<file path="src/rtl/boot_pkg.sv">
// boot_pkg: loader state encoding and stream-format constants shared by the loader and its users.
package boot_pkg;
  typedef enum logic [2:0] {LEN0, LEN1, LOAD, CHECK, RUN, ERR} boot_state_t;
  localparam int LEN_W = 16;
  localparam logic [1:0] LAST_BYTE = 2'd3;
`ifdef BOOT_CHECKSUM_EN
  localparam logic [7:0] CSUM_SEED = 8'h00;
`endif
endpackage

</file>
<file path="src/rtl/boot_loader.sv">
// boot_loader: loads a length-prefixed little-endian image into instruction memory, then releases the CPU.
// Optional BOOT_CHECKSUM_EN: a trailing XOR-of-payload byte is checked before release.
module boot_loader
  import boot_pkg::*;
#(
  parameter int MEM_DEPTH = 256,
  parameter int ADDR_W    = 8
) (
  input  logic              i_clk,
  input  logic              i_rstn,
  input  logic              i_rx_valid,
  input  logic [7:0]        i_rx_data,
  output logic              o_rx_ready,
  output logic              o_imem_we,
  output logic [ADDR_W-1:0] o_imem_addr,
  output logic [31:0]       o_imem_wdata,
  output logic              o_cpu_rstn,
  output logic              o_done,
  output logic              o_err
);
  boot_state_t      r_state, w_next;
  logic             r_live;
  logic [LEN_W-1:0] r_len, r_word, w_n;
  logic [1:0]       r_byte;
  logic [23:0]      r_shift;
  logic             w_rdy, w_fire, w_last;
`ifdef BOOT_CHECKSUM_EN
  logic [7:0]       r_sum;
`endif
  assign w_n    = {i_rx_data, r_len[7:0]};
  assign w_last = r_byte == LAST_BYTE && r_word == r_len - LEN_W'(1);
  // r_live keeps ready low while reset is held and for the first edge after release
  always_comb begin
`ifdef BOOT_CHECKSUM_EN
    w_rdy = r_live && r_state inside {LEN0, LEN1, LOAD, CHECK};
`else
    w_rdy = r_live && r_state inside {LEN0, LEN1, LOAD};
`endif
    w_fire = i_rx_valid & w_rdy;
    w_next = r_state;
    case (r_state)
      LEN0:  w_next = w_fire ? LEN1 : LEN0;
      LEN1:  w_next = !w_fire ? LEN1 : w_n == '0 ? CHECK : {16'd0, w_n} > MEM_DEPTH ? ERR : LOAD;
      LOAD:  w_next = w_fire && w_last ? CHECK : LOAD;
`ifdef BOOT_CHECKSUM_EN
      CHECK: w_next = !w_fire ? CHECK : i_rx_data == r_sum ? RUN : ERR;
`else
      CHECK: w_next = RUN;
`endif
      default: w_next = r_state;
    endcase
  end
  assign o_rx_ready = w_rdy;
  assign o_done     = r_state == RUN;
  assign o_err      = r_state == ERR;
  always_ff @(posedge i_clk or negedge i_rstn) begin
    if (!i_rstn) begin
      r_state      <= LEN0;
      r_live       <= 1'b0;
      r_len        <= '0;
      r_word       <= '0;
      r_byte       <= '0;
      r_shift      <= '0;
      o_imem_we    <= 1'b0;
      o_imem_addr  <= '0;
      o_imem_wdata <= '0;
      o_cpu_rstn   <= 1'b0;
`ifdef BOOT_CHECKSUM_EN
      r_sum        <= CSUM_SEED;
`endif
    end else begin
      r_state    <= w_next;
      r_live     <= 1'b1;
      o_imem_we  <= 1'b0;
      o_cpu_rstn <= o_done;
      if (w_fire && r_state == LEN0) r_len[7:0] <= i_rx_data;
      if (w_fire && r_state == LEN1) r_len[15:8] <= i_rx_data;
      if (w_fire && r_state == LOAD) begin
        r_byte <= r_byte + 2'd1;
`ifdef BOOT_CHECKSUM_EN
        r_sum  <= r_sum ^ i_rx_data;
`endif
        if (r_byte == LAST_BYTE) begin
          o_imem_we    <= 1'b1;
          o_imem_addr  <= r_word[ADDR_W-1:0];
          o_imem_wdata <= {i_rx_data, r_shift};
          r_word       <= r_word + LEN_W'(1);
        end else begin
          r_shift[{r_byte, 3'b000} +: 8] <= i_rx_data;
        end
      end
    end
  end
endmodule

</file>
<file path="config.mk">
export PLATFORM = sky130hd
export DESIGN_NAME = boot_loader
export DESIGN_NICKNAME = d
export VERILOG_FILES = /design/src/rtl/boot_pkg.sv /design/src/rtl/boot_loader.sv
export SDC_FILE = /design/constraint.sdc
export NUM_CORES = 1
export LEC_CHECK = 0
export ABC_AREA = 1
export BUFFER_PORTS_ARGS = -buffer_cell sky130_fd_sc_hd__buf_2
export CORE_AREA = 10 10 130 108
export CTS_BUF_LIST = sky130_fd_sc_hd__clkbuf_16
export DETAILED_ROUTE_END_ITERATION = 12
export DIE_AREA = 0 0 140 118
export GPL_TIMING_DRIVEN = 0
export PLACE_DENSITY = 0.65
export SLEW_MARGIN = 5
export SYNTH_ARGS = -nofsm -noshare
export SYNTH_HDL_FRONTEND = slang
export SYNTH_SLANG_ARGS = --single-unit
</file>
<file path="constraint.sdc">
create_clock -name i_clk -period 1.7 [get_ports i_clk]
set_input_delay 0.34 -clock i_clk [delete_from_list [all_inputs] [get_ports i_clk]]
set_output_delay 0.34 -clock i_clk [all_outputs]
set_load 0.02 [all_outputs]
</file>
## After elaboration in Yosys (flattened, before gate mapping)

Cells that the tools add are included.

| storage, ports and cells | value |
|---|---|
| output and inout bits | 45 |
| bits in registers | 104 |
| input bits | 11 |

| operators by class | value |
|---|---|
| order comparisons | 1 |
| $add $sub $neg | 4 |
| reduce and logical (&&, ||, !) cells | 12 |
| bitwise logic cells | 2 |
| shift operators | 2 |
| equal/unequal tests | 7 |
| multiplexer cells | 9 |

Operators by type and width:

| kind | number |
|---|---|
| 24-bit bitwise mux | 1 |
| 8-bit by 7-bit variable shift with 24-bit output (first input constant) | 1 |
| 8-bit by 7-bit indexed part select with 24-bit output | 1 |
| 16-bit by 1-bit adder with 16-bit output (second input constant) | 1 |
| 16-bit equality test | 1 |
| 16-bit by 9-bit > comparator with 1-bit output (second input constant) | 1 |
| 16-bit logical NOT | 1 |
| 16-bit by 1-bit subtractor with 16-bit output (second input constant) | 1 |
| 3-bit case mux with 4 select lines | 1 |
| 3-bit two-way mux | 3 |
| 5-bit negation with 7-bit output | 1 |
| 3-bit by 2-bit equality test with 1-bit output (second input constant) | 2 |
| 3-bit equality test (second input constant) | 2 |
| 1-bit logical AND | 6 |
| 1-bit two-way mux | 4 |
| 2-bit AND reduction | 2 |
| 4-bit nonzero test | 1 |
| 3-bit by 1-bit equality test with 1-bit output (second input constant) | 1 |
| 3-bit logical NOT | 1 |
| 3-bit nonzero test | 1 |
| 2-bit by 1-bit adder with 2-bit output (second input constant) | 1 |
| 2-bit equality test (second input constant) | 1 |
| 1-bit AND | 1 |
| 1-bit NOT | 1 |

## Longest topological paths before layout

Gate-level depths: netlist (run 1).

| depth | value |
|---|---|
| depth after elaboration | 7 |
| mapped depth | 13 |
| gate-level depth less buffers | 13 |

## Least setup slack after synthesis (run 1)

OpenSTA, ideal clock, no wires.

| timing path | value |
|---|---|
| kind | register -> register |
| start point | register r_byte[0] |
| end point | register r_shift[0] |
| cell stages (with the launch flop) | 7 |
| slack | -143 ps |
| arrival time | 1760 ps |
| required time | 1617 ps |
| path through | dfrtp_1 > inv_1 > ha_1 > clkbuf_1 > nor3_1 > nand3_1 > o21ai_0 |

| on the way | value |
|---|---|
| cells in the longest elaborated chain, start to end | 3 |
| elaborated cells between the ends (all ways) | 7 |

Ends and longest elaborated chain:

| item | RTL line | source |
|---|---|---|
| start, declared | boot_loader.sv:24 | `logic [1:0] r_byte;` |
| start signal, assigned | boot_loader.sv:79 | `r_byte <= r_byte + 2'd1;` |
| 5-bit negation with 7-bit output / 2-bit equality test (equally long branches) | boot_loader.sv:89, boot_loader.sv:83 |  |
| 8-bit by 7-bit indexed part select with 24-bit output, or another cell as far along | boot_loader.sv:89 | `r_shift[{r_byte, 3'b000} +: 8] <= i_rx_data;` |
| 24-bit bitwise mux / 2-bit AND reduction (equally long branches) | n/a |  |
| end signal, assigned by index | boot_loader.sv:89 |  |
| end, declared | boot_loader.sv:25 | `logic [23:0] r_shift;` |

Parallel ways exist; a longest one is shown, timed or not.
A chain may end at the register's enable or synchronous reset.

## Final worst setup path (run 1)

| timing path | value |
|---|---|
| start point | register r_len[6] |
| end point | register r_state[0] |

| on the way | value |
|---|---|
| cells in the longest elaborated chain, start to end | 6 |
| elaborated cells between the ends (all ways) | 11 |

Ends and longest elaborated chain:

| item | RTL line | source |
|---|---|---|
| start, declared | boot_loader.sv:23 | `logic [LEN_W-1:0] r_len, r_word, w_n;` |
| start signal, assigned | boot_loader.sv:76 | `if (w_fire && r_state == LEN0) r_len[7:0] <= i_rx_data;` |
| 16-bit by 1-bit subtractor with 16-bit output | boot_loader.sv:31 | `assign w_last = r_byte == LAST_BYTE && r_word == r_len - LEN_W'(1);` |
| 16-bit equality test | boot_loader.sv:31 |  |
| 1-bit logical AND | boot_loader.sv:31 |  |
| 1-bit logical AND | boot_loader.sv:44 | `LOAD: w_next = w_fire && w_last ? CHECK : LOAD;` |
| 1-bit two-way mux | boot_loader.sv:44 |  |
| 3-bit case mux with 4 select lines * | boot_loader.sv:41 | `case (r_state)` |
| end signal, assigned | boot_loader.sv:72 | `r_state <= w_next;` |
| end, declared | boot_loader.sv:21 | `boot_state_t r_state, w_next;` |

Mark *: on every way between the ends. The rest lies on a longest branch, timed or not.

==> out/metrics.yaml, run 1 <==
status:
  status: "finished with violations"
  violations: "negative setup slack"
clocking:
  clk_pin_slew_ps: 70
  clk_latency_ps: 340
  cts_made_buffers: 9
  ctsLongestPathBuffers: 2
  clock_sinks: 104
  cts_max_level: 3
  cts-root-buf: "clkbuf_16"
  cts_tree: "built"
  postCtsHoldBufs: 0
final_layout:
  n_antenna_cell: 0
  finalNetCount: 701
  layout-drive-gt1-share_pct: 21.54
  final_cell_area_sq_um: 6165
  area_delta_synth_final_pct: 22.65
  layout_commonest_cell: "nand2_1"
  mostFrequentLayoutCells: "nand2_1, dfrtp_1, inv_1"
  ff_latch_area_sq_um: 2605
  fin_cells: 835
  nFillCells: 1025
  multi_input_area_sq_um: 2152
timing:
  fin_setup_tns_ps: -87.74
  fin_crit_sh_pct: 102.7
  tightest_slew_ps: 676.7
  slew_headroom_pct: 54.89
  drv_slew: 0
  clock_skew_ps: 10.23
  setup_violations: 4
  fin_ws_ps: -45.21
  timing.fmax_ghz: 0.5730
  rsz0062_at_grt: "yes"
  period_needed_ps: 1745
  finalHoldViolCount: 0
power:
  p_leak_nw: 3.090
  pwr_density_cell_nw_per_um2: 763.2
  power.total_mw: 4.705
  peakVddDrop_mv: 0.4700
routing:
  drt_iter0_markers: 349
  dr.pass1.iters: 5
  route.antenna.remaining_nets: 0
  vias: 4293
  routedWlPerCell_microns: 15.79
  drc_errors: 0
  via_per_inst: 5.141
  routed_wl_microns: 13180
placed_design:
  port_buffers: 54
  gp_congestion: 0.8924
  postPlaceCellArea_sq_um: 5517
  post-place-cells: 800
  pre_cts_slack_ps: -354.3
  dp_hpwl_microns: 9299
die:
  die_area_sq_um: 16520
  start_util_pct: 44.14
  rows: 35
  core_area_sq_um: 11390
  ios: 56
  die_y_microns: 118
  die_w_microns: 140
worst_setup_path:
  slowest_delay_ps: 430
  worstPathArrival_ps: 2020
  cpLargestDelayFamily: "simple AND/OR/NAND/NOR gates"
  worst_setup_path_start_kind: "flip-flop"
  critical_path_class: "reg -> reg"
  crit_path_end_kind: "flip-flop"
  cp_common_cell: "nand3_1"
  cp_max_fo: 5
  cp_data_required_time_ps: 1980
  worst-path-buf-inv: 1
  slowest_stage: "dfrtp_1"
  crit_path_cell_trace: "nor2_1, nand2_1, nor2_4, inv_1, o21bai_1, nand3_1, nor2_1, nand3_1, nand3_1"
synthesis:
  synthArstFlopShare_pct: 100.0
  ys_types: 37
  syn-mean-instance-area_sq_um: 8.419
  synth_edf_count: 0
  synth_top_cell_by_area: "dfrtp_1"
  ys_seq_area_share_pct: 51.78
  synthFlopType: "dfrtp_1"
  netlist_instances: 597
  synth_top_area_share_pct: 51.78
  synthTopCellsByArea: "dfrtp_1, nand2_1, o21ai_0"
  syn_nets: 615
  synth_area_sq_um: 5026
  synth_warnings: 0
  ys_ff_latch: 104
grt:
  track_usage_pct: 15.47
  grt_max_degree: 54
  grt_overflow: 0
  grt_pass1_wl_microns: 21360
  first_global_vias: 4126
  antenna_found_initial: 0
min_path:
  hp-class: "in -> async"
job:
  cap_violations: 0
flip-flops by register name, indices dropped and copies added (netlist names):
register,flops
o_imem_we,1
r_word,16
o_imem_wdata,32
o_cpu_rstn,1
r_len,16
o_imem_addr,8
r_state,3
r_byte,2
r_shift,24
r_live,1
area by class of cell:
| type | count | share of cell area, % |
|---|---|---|
| Clock inverter | 6 | 1.299 |
| Multi-Input combinational cell | 395 | 34.91 |
| Tap cell | 148 | 3.004 |
| Sequential cell | 104 | 42.26 |
| Clock buffer | 9 | 3.653 |
| Inverter | 79 | 4.952 |
| Timing Repair Buffer | 77 | 8.179 |
| Buffer | 17 | 1.745 |
stage by stage:
stage          hold slack, ps  utilization, %
6_report                32.64           54.14
5_1_grt                 85.13           54.14
4_1_cts                 57.30           52.38
3_5_place_dp            428.5           48.45
3_3_place_gp            456.6           48.19
2_1_floorplan           44.41               -
where the power goes:
| group | switching (mW) | internal (mW) |
|---|---|---|
| clock | 0.961 | 1.16 |
| sequential | 0.00112 | 2.47 |
| combinational | 0.0919 | 0.0202 |
Yosys cell counts (2+ instances only):
master,n
o21bai_1,2
clkbuf_1,4
nand3_1,37
nor4_1,4
nand2_4,2
nor2_4,5
nand2_1,138
nor2_1,54
ha_1,7
nand2_2,2
xnor2_1,10
o21ai_1,17
a21oi_1,3
buf_4,3
buf_2,10
xor2_1,15
dfrtp_1,104
inv_1,77
o21ai_0,68
nor3_1,8
nand4_1,11
logic make-up (layout without fill, tap and decap cells):
| kind of cell | after synthesis | count (layout) | synth area share (%) |
|---|---|---|---|
| simple gates | 270 | 270 | 24.65 |
| flops | 104 | 104 | 51.78 |
| buf+inv | 98 | 188 | 7.991 |
| compound gates | 91 | 91 | 9.186 |
| xor+xnor | 25 | 25 | 4.356 |
| fa+ha+maj | 7 | 7 | 1.743 |
| other cells | 1 | 1 | 0.07461 |
| mux | 1 | 1 | 0.2240 |
path summary, 6_finish.rpt:
check	start	endpoint	slack (ps)	cells after the start
worst max-delay path	r_len[6]	r_state[0]	-50	9
worst min-delay path	i_rstn	o_imem_addr[1]	30	1
worst max register to register	r_len[6]	r_state[0]	-50	9
worst min register to register	o_imem_addr[7]	o_imem_addr[7]	480	2
max in group asynchronous	i_rstn	o_imem_wdata[27]	950	2
min in group i_clk	i_rx_data[0]	r_len[8]	330	3
metal layers:
metal | vias to the layer above | global-route usage [%] | share of wire, %
li1 | 2076 | - | -
met1 | 2074 | 22.05 | 49
met2 | 124 | 22.72 | 44
met3 | 19 | 3.105 | 5.6
met4 | 0 | 5.090 | 1.9
met5 | - | 0 | 0
repair_timing:
action	CTS	global route
endpoints found under the setup margin	83	46
pin swaps	7	8
gates resized for setup	12	42
buffers inserted	13	8
gates cloned	0	1
Power figures use the tool's default switching activity.
==> inputs of run 2 (changes only) <==
Settings changed: CELL_PAD_IN_SITES_DETAIL_PLACEMENT set to 1, CELL_PAD_IN_SITES_GLOBAL_PLACEMENT set to 1, CORE_AREA 10 10 130 108 to 10 10 137 114, DIE_AREA 0 0 140 118 to 0 0 147 124, GPL_TIMING_DRIVEN 0 to unset, PLACE_DENSITY 0.65 to 0.75.
==> run 2 against run 1 <==
  * The flow now finishes without violations
  * Fmax grew 3.6%
  * Sequential power is essentially flat
  * Die area grew 10%
  * Final cell count grew 3.8%
  * Cell area grew 1.2%
  * Wire length grew 10%
  * Global-route usage grew 0.46 points
  * Non-clock buffer count grew 3
  * Critical path depth shrank 2
  * Critical endpoint is now r_shift[16]
  * Largest cell class unchanged
==> out/metrics.yaml, run 2 (same netlist as run 1, synthesis figures left out) <==
routing:
  routed_wl_microns: 14570
  drt_iter0_markers: 240
  via_per_inst: 4.965
  dr.pass1.iters: 5
  drc_errors: 0
  route.antenna.remaining_nets: 0
  routedWlPerCell_microns: 16.80
  vias: 4305
worst_setup_path:
  cp_data_required_time_ps: 1970
  r2r-start: "r_state[0]"
  worstPathArrival_ps: 1950
  worst_setup_path_start_kind: "flip-flop"
  cp_max_fo: 6
  reg2reg_slack_ps: 20
  critical_path.endpoint: "r_shift[16]"
  cp-startpoint: "r_state[0]"
  timing.rr.end: "r_shift[16]"
  critical_path_class: "reg -> reg"
  r2r_cells: 7
  crit_path_end_kind: "flip-flop"
clocking:
  cts_made_buffers: 9
  ctsLongestPathBuffers: 2
  cts-root-buf: "clkbuf_16"
  clock_sinks: 104
  cts_max_level: 3
  cts_tree: "built"
  clk_pin_slew_ps: 70
  clk_latency_ps: 360
grt:
  first_global_vias: 4509
  antenna_found_initial: 0
  busiest_layer: "met2"
  track_usage_pct: 15.94
  grt_pass1_wl_microns: 23300
  gr-usage-met2_pct: 25.73
  grt_util_met1_pct: 21.17
  grt_overflow: 0
  grt_use_met3_pct: 4.132
  grt_max_degree: 69
power:
  p_leak_nw: 3.163
  peakVddDrop_mv: 0.5931
  pwr_density_cell_nw_per_um2: 778.2
timing:
  rsz0062_at_grt: "yes"
  drv_slew: 0
  fin_crit_sh_pct: 99.12
  period_needed_ps: 1685
  slew_headroom_pct: 55.32
  timing.fmax_ghz: 0.5935
  finalHoldViolCount: 0
  tightest_slew_ps: 664.1
  fin_ws_ps: 15.03
  setup_violations: 0
  clock_skew_ps: 10.33
placed_design:
  pre_cts_slack_ps: -114.8
  gp_congestion: 0.9100
  post-place-cells: 835
  port_buffers: 55
  dp_hpwl_microns: 10770
status:
  status: "finished clean"
final_layout:
  finalNetCount: 705
  layout_commonest_cell: "nand2_1"
  top_register: "o_imem_wdata"
  mostFrequentLayoutCells: "nand2_1, dfrtp_1, inv_1"
  fin_cells: 867
  largestRegisters: "o_imem_wdata x32, r_shift x24"
  area_delta_synth_final_pct: 24.07
  largest_register_ffs: 32
  layout-drive-gt1-share_pct: 22.98
  n_antenna_cell: 0
min_path:
  hp-class: "in -> reg"
  hp-start: "i_rx_data[0]"
die:
  rows: 37
  die_y_microns: 124
  core_area_sq_um: 12730
  die_area_sq_um: 18230
  start_util_pct: 39.48
  ios: 56
  die_w_microns: 147
job:
  cap_violations: 0
[run 2: cell count changes in the layout (fill, tap and decap cells not counted), moves of 4 or more]
cell     delta
buf_2       -6
buf_4      +16
nor2_2      +7
nor2_1      -4
buf_6       -4
o21ai_0     +9
o21ai_1     -9
[run 2: what timing repair did]
action                     4_1_cts  5_1_grt
hold endpoints to repair        19        0
gates resized for setup          5       29
setup buffers                    1       13
cloned                           0        1
hold buffers                     1        0
pin swaps                        3       10
setup endpoints to repair        2       33
[run 2: per-layer routing]
| metal | up-vias | share of wire, % |
|---|---|---|
| li1 | 2074 | - |
| met1 | 2119 | 46 |
| met2 | 94 | 47 |
| met3 | 18 | 6.1 |
| met4 | 0 | 1.1 |
| met5 | - | 0 |
[run 2: worst min-delay path by stage]
stage	endpoint	slack, ps	cells after the start
after detailed placement	r_len[0]	270	1
after global routing	r_len[8]	290	3
after global placement	r_len[0]	260	1
after CTS	r_len[8]	270	3
after floorplan	o_cpu_rstn	40	0
final	r_len[8]	270	3
[run 2: final cells by class]
| type | instances | area (sq um) |
|---|---|---|
| fill | 1549 | 6495 |
| inverter | 79 | 302.8 |
| clock buffer | 9 | 225.2 |
| tap | 175 | 219.0 |
| sequential | 104 | 2604 |
| multi-input combinational | 396 | 2135 |
| timing repair buffer | 97 | 655.6 |
| clock inverter | 7 | 95.09 |
[run 2: per-stage QoR]
stage / area [sq um] / utilization, % / TNS [ps] / hold WS (ps) / power, mW
global route: 6236 / 48.98 / -623.2 / 285.6 / 5.034
finish: 6236 / 48.98 / 0 / 267.4 / 4.853
floorplan: 5031 / - / 0 / 44.41 / 2.540
CTS: 6013 / 47.23 / 0 / 267.1 / 4.910
global placement: 5652 / 44.39 / -62.73 / 262.2 / 2.649
detailed placement: 5652 / 44.39 / -114.8 / 269.7 / 2.653
[run 2: report_power, final]
group          internal [mW]  switching [mW]  total, mW  leakage, nW
sequential              2.47         0.00115       2.47         1.21
clock                   1.29           0.956       2.25        0.156
combinational         0.0300          0.0994      0.129         1.80
total                   3.80            1.06       4.85         3.16
[run 2: worst max-delay path: stages, from the launching register on]
cell	delay, ps
dfrtp_1	440
nand2_2	130
nand4_4	140
nor2_4	240
nand2_4	140
nor2_2	270
nand4_1	140
o21ai_0	110
